**config.mk**
```make
export PLATFORM = sky130hd
export DESIGN_NAME = mem_arbiter
export DESIGN_NICKNAME = d
export VERILOG_FILES = /design/src/rtl/raisin64_mem_pkg.sv /design/src/rtl/mem_lane.sv /design/src/rtl/mem_arbiter.sv
export SDC_FILE = /design/constraint.sdc
export NUM_CORES = 1
export LEC_CHECK = 0
export CAP_MARGIN = 30
export CORE_MARGIN = 2
export CORE_UTILIZATION = 35
export CTS_BUF_LIST = sky130_fd_sc_hd__clkbuf_16
export DETAILED_ROUTE_END_ITERATION = 8
export SLEW_MARGIN = 30
export SYNTH_ARGS = -nofsm -noshare
export SYNTH_HDL_FRONTEND = slang
export SYNTH_SLANG_ARGS = --single-unit
```
**constraint.sdc**
```tcl
create_clock -name clk -period 3.2 [get_ports clk]
set_input_delay 0.64 -clock clk [delete_from_list [all_inputs] [get_ports clk]]
set_output_delay 0.64 -clock clk [all_outputs]
set_load 0.02 [all_outputs]
```
**src/rtl/raisin64_mem_pkg.sv**
```systemverilog
// Shared memory-access definitions: access width encodings and arbiter FSM states.
// Also used by ex_memory.
package raisin64_mem_pkg;

  localparam logic [1:0] W_BYTE  = 2'b00;
  localparam logic [1:0] W_HALF  = 2'b01;
  localparam logic [1:0] W_WORD  = 2'b10;
  localparam logic [1:0] W_DWORD = 2'b11;

  typedef enum logic [1:0] {
    IDLE  = 2'b00,
    BUS_I = 2'b01,
    BUS_D = 2'b10,
    RESP  = 2'b11
  } arb_state_t;

  // Byte offset within the doubleword; misaligned low bits are dropped.
  function automatic logic [2:0] lane_off(input logic [1:0] width, input logic [2:0] addr_lo);
    case (width)
      W_BYTE:  return addr_lo;
      W_HALF:  return {addr_lo[2:1], 1'b0};
      W_WORD:  return {addr_lo[2], 2'b00};
      default: return 3'b000;
    endcase
  endfunction

endpackage

```
**src/rtl/mem_lane.sv**
```systemverilog
// Byte-lane steering for sub-doubleword accesses: byte enables, store-data
// placement and load-data right-alignment with zero extension.
module mem_lane
  import raisin64_mem_pkg::*;
(
  input  logic [1:0]  width,
  input  logic [2:0]  addr_lo,
  input  logic [63:0] wdata_in,
  input  logic [63:0] rdata_in,
  output logic [2:0]  off,
  output logic [7:0]  be,
  output logic [63:0] wdata_out,
  output logic [63:0] rdata_out
);

  logic [7:0]  base_be;
  logic [63:0] rmask;

  always_comb begin
    off = lane_off(width, addr_lo);
    case (width)
      W_BYTE:  begin base_be = 8'h01; rmask = 64'h0000_0000_0000_00FF; end
      W_HALF:  begin base_be = 8'h03; rmask = 64'h0000_0000_0000_FFFF; end
      W_WORD:  begin base_be = 8'h0F; rmask = 64'h0000_0000_FFFF_FFFF; end
      default: begin base_be = 8'hFF; rmask = '1; end
    endcase
    be        = base_be << off;
    wdata_out = wdata_in << {off, 3'b000};
    rdata_out = (rdata_in >> {off, 3'b000}) & rmask;
  end

endmodule

```
**src/rtl/mem_arbiter.sv**
```systemverilog
// Two-master (fetch / load-store) arbiter onto one req/ack memory port,
// with registered bus fields and single-cycle completion pulses.
module mem_arbiter
  import raisin64_mem_pkg::*;
#(
  parameter bit FAIR = 1'b1
) (
  input  logic        clk,
  input  logic        rst_n,
  input  logic [63:0] imem_addr,
  input  logic        imem_addr_valid,
  output logic [63:0] imem_data,
  output logic        imem_data_valid,
  input  logic [63:0] dmem_addr,
  input  logic [63:0] dmem_dout,
  input  logic [1:0]  dmem_write_width,
  input  logic        dmem_rstrobe,
  input  logic        dmem_wstrobe,
  output logic [63:0] dmem_din,
  output logic        dmem_cycle_complete,
  output logic [63:0] mem_addr,
  output logic [63:0] mem_wdata,
  output logic [7:0]  mem_be,
  output logic        mem_we,
  output logic        mem_req,
  input  logic [63:0] mem_rdata,
  input  logic        mem_ack
);

  arb_state_t  state, state_next;
  logic [63:0] lat_addr;
  logic [1:0]  lat_width;
  logic [2:0]  lat_off;
  logic        last_d;
  logic        resp_d;
  logic        i_pend, d_pend, fetch_fresh;
  logic [1:0]  lane_width;
  logic [2:0]  lane_addr;
  logic [2:0]  lane_off_q;
  logic [7:0]  lane_be;
  logic [63:0] lane_wdata, lane_rdata;

  // One lane unit: steers the incoming request in IDLE, aligns read data in BUS_D.
  always_comb begin
    lane_width = (state == IDLE) ? dmem_write_width : lat_width;
    lane_addr  = (state == IDLE) ? dmem_addr[2:0]   : lat_off;
  end

  mem_lane u_lane (
    .width     (lane_width),
    .addr_lo   (lane_addr),
    .wdata_in  (dmem_dout),
    .rdata_in  (mem_rdata),
    .off       (lane_off_q),
    .be        (lane_be),
    .wdata_out (lane_wdata),
    .rdata_out (lane_rdata)
  );

  always_comb begin
    i_pend      = imem_addr_valid;
    d_pend      = dmem_rstrobe | dmem_wstrobe;
    fetch_fresh = imem_addr_valid && (imem_addr == lat_addr);
  end

  always_ff @(posedge clk or negedge rst_n) begin
    if (!rst_n) state <= IDLE;
    else        state <= state_next;
  end

  always_comb begin
    state_next = state;
    case (state)
      IDLE: begin
        if (d_pend && i_pend) state_next = (FAIR && last_d) ? BUS_I : BUS_D;
        else if (d_pend)      state_next = BUS_D;
        else if (i_pend)      state_next = BUS_I;
      end
      BUS_I: if (mem_ack) state_next = fetch_fresh ? RESP : IDLE;
      BUS_D: if (mem_ack) state_next = RESP;
      RESP:  state_next = IDLE;
      default: state_next = IDLE;
    endcase
  end

  always_comb begin
    mem_req             = (state == BUS_I) || (state == BUS_D);
    imem_data_valid     = (state == RESP) && !resp_d;
    dmem_cycle_complete = (state == RESP) && resp_d;
  end

  always_ff @(posedge clk or negedge rst_n) begin
    if (!rst_n) begin
      mem_addr  <= '0;
      mem_wdata <= '0;
      mem_be    <= '0;
      mem_we    <= 1'b0;
      lat_addr  <= '0;
      lat_width <= '0;
      lat_off   <= '0;
      last_d    <= 1'b0;
      resp_d    <= 1'b0;
      imem_data <= '0;
      dmem_din  <= '0;
    end else begin
      if (state == IDLE && state_next == BUS_I) begin
        mem_addr  <= {imem_addr[63:3], 3'b000};
        mem_wdata <= '0;
        mem_be    <= '1;
        mem_we    <= 1'b0;
        lat_addr  <= imem_addr;
        last_d    <= 1'b0;
        resp_d    <= 1'b0;
      end
      if (state == IDLE && state_next == BUS_D) begin
        mem_addr  <= {dmem_addr[63:3], 3'b000};
        mem_wdata <= lane_wdata;
        mem_be    <= lane_be;
        mem_we    <= dmem_wstrobe;
        lat_width <= dmem_write_width;
        lat_off   <= lane_off_q;
        last_d    <= 1'b1;
        resp_d    <= 1'b1;
      end
      if (state == BUS_I && mem_ack && fetch_fresh) imem_data <= mem_rdata;
      // Stores (including rstrobe+wstrobe together) leave load data untouched.
      if (state == BUS_D && mem_ack && !mem_we)     dmem_din  <= lane_rdata;
    end
  end

endmodule

```
==> flow_metrics.tcl, run 1 <==
set metrics [dict create \
    ys_seq_area_frac 0.514 \
    crit_required_ns 3.70 \
    post_cts_buffers 0 \
    ys.flop_type "dfrtp_1" \
    met3_usage 0.0649 \
    ant_nets 0 \
    nNetsFinal 2463 \
    worstPathArrival_ns 3.45 \
    synth_area_leaders "dfrtp_1 51%, nand2_1 11%, mux2i_1 4.5%" \
    gp_congestion 0.908 \
    async_flop_share 1.00 \
    vdd.ir_drop.worst_v 0.000539 \
    ys_warn_count 0 \
    fmax_mhz 339 \
    cts_tree "built" \
    grt_use_total 0.270 \
    vias 15100 \
    fp.coreArea_um2 45600 \
    met1_usage 0.359 \
    setup_viol 0 \
    cts_root_buf "clkbuf_16" \
    drv_cap 0 \
    dpl.hpwl_um 50100 \
    cts_sinks 334 \
    insertion_delay_ns 0.57 \
    grtUsageMet2 0.432 \
    ys_types 61 \
    synth_edf_count 0 \
    placed_area_um2 22600 \
    rsz0062_at_grt "false" \
    final_common_cell "clkdlybuf4s50_1" \
    die_w_um 219 \
    fill_cells 4105 \
    initial_core_util 0.357 \
    clk_pin_slew_worst_paths_ns 0.06 \
    drt-total-wl_um 66200 \
    grt_max_degree 80 \
    rows 78 \
    first_iter_violations 1258 \
    period_needed_ns 2.95 \
    holdCritPathClass "in -> async" \
    clockBufferDepth 3 \
    grt_pass1_wl_um 97100 \
    htree_levels 2 \
    routed_via_density 5.34 \
    synth_area_um2 16200 \
    tightest_slew_ns 0.786 \
    synth_cells 1665 \
    fin_util 0.525 \
    power_density_nw_per_um2 952 \
    leakage_uw 0.0108 \
    timing.final.crit_share 0.921 \
    grt_overflow 0 \
    die_area_um2 48200 \
    grt_pass1_vias 15100 \
    slew_viol_final 0 \
    criticalPathCategory "reg -> reg" \
    crit_fanout 12 \
    io_pins 532 \
    antenna_found_initial 7 \
    hold_violations 0 \
    design_area_um2 23900 \
    synth_top_area_share 0.514 \
    ys_seq_elements 334 \
    syn_area_per_cell_um2 9.76 \
    clock_skew_ns 0.0313 \
    crit_path_start_kind "flop" \
    drive_above_1_share 0.0822 \
    max_slew_margin 0.474 \
    io_buffers 528 \
    cts-hold-fix-buffers 0 \
    ctsResizeCount 0 \
    die_h_um 219 \
    drcViolationCount 0 \
    firstDrtPassIters 5 \
    status "finished clean" \
    cts_buffers 40 \
    layout_common_cells "527 x clkdlybuf4s50_1, 490 x nand2_1, 334 x dfrtp_1" \
    synth_top_area_cell "dfrtp_1" \
    wl_per_cell_um 23.4 \
    area_delta_synth_final_pct 47.2 \
    grt.busiest_layer "met2" \
    endpoint_kind "flop" \
]
## flip-flops by register name (all words and copies together) (netlist names)
register   flops
dmem_din      64
imem_data     64
last_d         1
lat_addr      64
lat_off        3
lat_width      2
mem_addr      61
mem_be         8
mem_wdata     64
mem_we         1
state          2
## cells in the mapped netlist, types with 5 or more instances
cell	n
nand2_1	491
dfrtp_1	334
nand3_1	102
mux2i_1	73
a21oi_1	71
clkbuf_1	66
o21ai_0	56
a22o_1	54
mux2_1	49
nor2_1	42
xnor2_1	37
mux2_2	30
buf_2	28
xor2_1	24
o2bb2ai_1	14
a221o_1	13
a22oi_1	12
nand4_1	11
o211ai_1	10
a32oi_1	9
o22ai_1	9
a221oi_1	8
buf_4	8
mux4_2	8
o21ai_1	8
a32o_1	7
buf_1	7
inv_1	7
nor4_1	7
o21a_1	7
a211o_1	5
buf_6	5
ha_1	5
o22a_1	5
## metal layers
layer  up-vias  part of all wire
li1       6873                 -
met4         4             0.027
met1      7495              0.42
met3       114             0.086
met2       649              0.47
met5         -           0.00033
## power breakdown
group | switching (µW) | total (µW) | internal, µW | leakage, µW
registers | 1030 | 6800 | 5770 | 0.00433
logic | 6450 | 11300 | 4840 | 0.00578
clock network | 1880 | 4690 | 2810 | 0.000682
total | 9360 | 22800 | 13400 | 0.0108
## critical path, cell delays in order, from the launching register on
cell	delay (ns)
dfrtp_1	0.41
inv_1	0.14
ha_2	0.39
mux2_2	0.41
nand3_1	0.28
nand2_1	0.39
a221oi_1	0.66
a221o_1	0.19
## cells by family after synthesis
kind of cell / share of synthesized area
buf+inv: 0.0343
other cells: 0.000231
compound gates: 0.130
flops: 0.514
simple gates: 0.174
fa+ha+maj: 0.00385
mux: 0.111
xor+xnor: 0.0329
## worst paths after layout
path	start	to	slack, ns	cells past startpoint
max in group asynchronous	rst_n	dmem_din[23]$_DFFE_PN0P_	2.15	2
setup / recovery	state[0]$_DFF_PN0_	mem_wdata[62]$_DFFE_PN0P_	0.25	7
hold reg to reg	lat_off[1]$_DFFE_PN0P_	lat_off[1]$_DFFE_PN0P_	0.47	2
hold / removal	rst_n	mem_addr[39]$_DFFE_PN0P_	0.09	1
setup reg to reg	state[0]$_DFF_PN0_	mem_wdata[62]$_DFFE_PN0P_	0.25	7
min in group clk	lat_off[1]$_DFFE_PN0P_	lat_off[1]$_DFFE_PN0P_	0.47	2
## per-stage QoR
stage	total power (µW)	setup WS [ns]	hold WS [ns]	setup TNS, ns	instances
final	22800	0.252	0.0921	0	2832
after detailed placement	18100	-0.257	0.465	-13.91	2752
after global placement	18000	-0.233	0.456	-13.01	2752
after global routing	24100	0.174	0.133	0	2829
after floorplan	12800	0.552	0.344	0	1667
after CTS	22900	0.00386	0.0934	0	2825
## cell type report
| class | instances | area (µm²) | share of cell area |
|---|---|---|---|
| sequential | 334 | 8360 | 0.349 |
| multi-input combinational | 1212 | 7400 | 0.309 |
| timing repair buffer | 599 | 6040 | 0.252 |
| clock buffer | 41 | 1030 | 0.0429 |
| tap | 600 | 751 | 0.0314 |
| clock inverter | 32 | 304 | 0.0127 |
| inverter | 7 | 26.3 | 0.00110 |
| antenna | 7 | 17.5 | 0.000732 |
No activity file was read; power rests on OpenSTA's default activity.
==> inputs of run 2 (changes only) <==
--- a/config.mk
+++ b/config.mk
@@ -6,10 +6,11 @@
 export NUM_CORES = 1
 export LEC_CHECK = 0
 export CAP_MARGIN = 30
-export CORE_MARGIN = 2
 export CORE_UTILIZATION = 35
 export CTS_BUF_LIST = sky130_fd_sc_hd__clkbuf_16
 export DETAILED_ROUTE_END_ITERATION = 8
+export HOLD_SLACK_MARGIN = 0.12
+export RECOVER_POWER = 25
 export SLEW_MARGIN = 30
 export SYNTH_ARGS = -nofsm -noshare
 export SYNTH_HDL_FRONTEND = slang
==> run 2 against run 1 <==
The run now ends with capacitance limit, slew limit left. Clock power shrank 8.7%. Via count decreased by 0.15%. Critical path depth grew 1. Core utilization decreased by 0.32 points. Register-to-register slack lost 0.03 ns. Setup slack worse by 0.029 ns. Total power down 1.9%. Die area decreased by 1.8%. Cell area shrank 0.60%. Largest power group unchanged.
==> flow_metrics.tcl, run 2 (synthesis results as in run 1) <==
set metrics [dict create \
    ant_nets 0 \
    path_cells "inv_1 -> ha_2 -> nor3_1 -> o21a_4 -> buf_4 -> mux2i_1 -> a22oi_1 -> a221o_1" \
    startpoint "state[0]$_DFF_PN0_" \
    cts_sinks 334 \
    grt_use_total 0.272 \
    die_w_um 217 \
    rows 78 \
    fmax_mhz 336 \
    cts_buffers 39 \
    max_stage_delay_ns 0.53 \
    timing.rr.end "mem_wdata[61]$_DFFE_PN0P_" \
    grt_pass1_vias 15100 \
    die_h_um 217 \
    htree_levels 2 \
    design_area_um2 23800 \
    crit_path_start_kind "flop" \
    fin_cells 2828 \
    tightest_slew_ns 2.05 \
    setup_slack_ns 0.223 \
    violations "capacitance limit, slew limit" \
    post_cts_buffers 0 \
    clock_skew_ns 0.0279 \
    holdCritPathClass "reg -> reg" \
    io_buffers 528 \
    worstPathArrival_ns 3.40 \
    drt-total-wl_um 65000 \
    io_pins 532 \
    rsz0062_at_grt "false" \
    vdd.ir_drop.worst_v 0.000491 \
    endpoint_kind "flop" \
    nNetsFinal 2465 \
    drcViolationCount 0 \
    slew_viol_final 72 \
    leakage_uw 0.0107 \
    crit_fanout 33 \
    crit_required_ns 3.62 \
    timing.final.crit_share 0.930 \
    finalPower_uw 22300 \
    setup_viol 0 \
    insertion_delay_ns 0.57 \
    die_area_um2 47300 \
    layout_common_cells "527 x clkdlybuf4s50_1, 491 x nand2_1, 334 x dfrtp_1" \
    drive_above_1_share 0.0814 \
    grt_pass1_wl_um 96400 \
    drv_cap 1 \
    grt_overflow 0 \
    first_iter_violations 1100 \
    gp_congestion 0.922 \
    grt_max_degree 74 \
    final_common_cell "clkdlybuf4s50_1" \
    area_delta_synth_final_pct 46.3 \
    wl_per_cell_um 23.0 \
    r2r_setup_slack_ns 0.22 \
    cts_root_buf "clkbuf_16" \
    clk_pin_slew_worst_paths_ns 0.06 \
    initial_core_util 0.357 \
    vias 15100 \
    clockBufferDepth 3 \
    dpl.hpwl_um 48800 \
    endpoint "mem_wdata[61]$_DFFE_PN0P_" \
    max_slew_margin -0.366 \
    firstDrtPassIters 5 \
    r2r-start "state[0]$_DFF_PN0_" \
    dpl.cell_count 2754 \
    hold_violations 0 \
    criticalPathCategory "reg -> reg" \
    period_needed_ns 2.98 \
    dp_slack_ns -0.244 \
    placed_area_um2 22600 \
    routed_via_density 5.34 \
    status "finished with violations" \
    cpMaxStageDelayCell "nor3_1" \
    fp.coreArea_um2 45600 \
    whs_ns 0.478 \
    power_density_nw_per_um2 940 \
    reg2reg_depth 8 \
    cts_tree "built" \
    antenna_found_initial 11 \
]
-- run 2: changes by cell type in the layout (fill, tap and decap cells not counted), moves of 2 or more --
| cell | before | now |
|---|---|---|
| buf_6 | 0 | 2 |
| buf_12 | 17 | 14 |
| bufinv_16 | 6 | 2 |
| inv_6 | 3 | 1 |
| diode_2 | 7 | 4 |
| clkinv_2 | 3 | 5 |
| buf_4 | 54 | 57 |
-- run 2: metal layers --
| layer | wire [µm] | GRT usage | up-vias |
|---|---|---|---|
| li1 | - | - | 6873 |
| met1 | 26700 | 0.352 | 7443 |
| met2 | 30000 | 0.427 | 655 |
| met3 | 5870 | 0.0788 | 128 |
| met4 | 2320 | 0.106 | 14 |
| met5 | 93 | 0 | - |
-- run 2: report_power, final --
part | internal (µW) | switching, µW
registers | 5770 | 997
logic | 4840 | 6460
clock network | 2420 | 1850
-- run 2: worst min-delay path by stage --
stage / from / end / cells past startpoint
finish: dmem_din[52]$_DFFE_PN0P_ / dmem_din[52]$_DFFE_PN0P_ / 2
global route: imem_data[51]$_DFFE_PN0P_ / imem_data[51]$_DFFE_PN0P_ / 1
CTS: lat_off[1]$_DFFE_PN0P_ / lat_off[1]$_DFFE_PN0P_ / 2
detailed placement: lat_off[1]$_DFFE_PN0P_ / lat_off[1]$_DFFE_PN0P_ / 2
global placement: mem_wdata[41]$_DFFE_PN0P_ / mem_wdata[41]$_DFFE_PN0P_ / 2
floorplan: rst_n / dmem_din[0]$_DFFE_PN0P_ / 0
-- run 2: cell type report --
class                           instances  area (µm²)
Fill cell                            4168       21800
Sequential cell                       334        8360
Multi-Input combinational cell       1212        7420
Timing Repair Buffer                  602        6020
Clock buffer                           40        1000
Tap cell                              600         751
Clock inverter                         29         194
Inverter                                7        26.3
Antenna cell                            4        10.0
-- run 2: per-stage QoR --
stage | util | TNS (ns)
CTS | 0.522 | 0
global route | 0.522 | 0
detailed placement | 0.495 | -13.41
finish | 0.522 | 0
floorplan | - | 0
global placement | 0.495 | -12.90
-- run 2: critical path: cells and delay by family, from the launching register on --
family,cells,cell delay [ns]
multiplexers,1,0.33
AND/OR/NAND/NOR,1,0.53
AO/OA/AOI/OAI,3,0.74
buffers and inverters,2,0.51
adder cells (fa/ha/maj),1,0.30
flip-flops,1,0.40
-- run 2: timing repair --
| action | 4_1_cts | 5_1_grt |
|---|---|---|
| hold endpoints to repair | 67 | 0 |
| resized for setup | 1 | 1 |
| endpoints found under the setup margin | 9 | 8 |
| hold buffers | 1 | 0 |
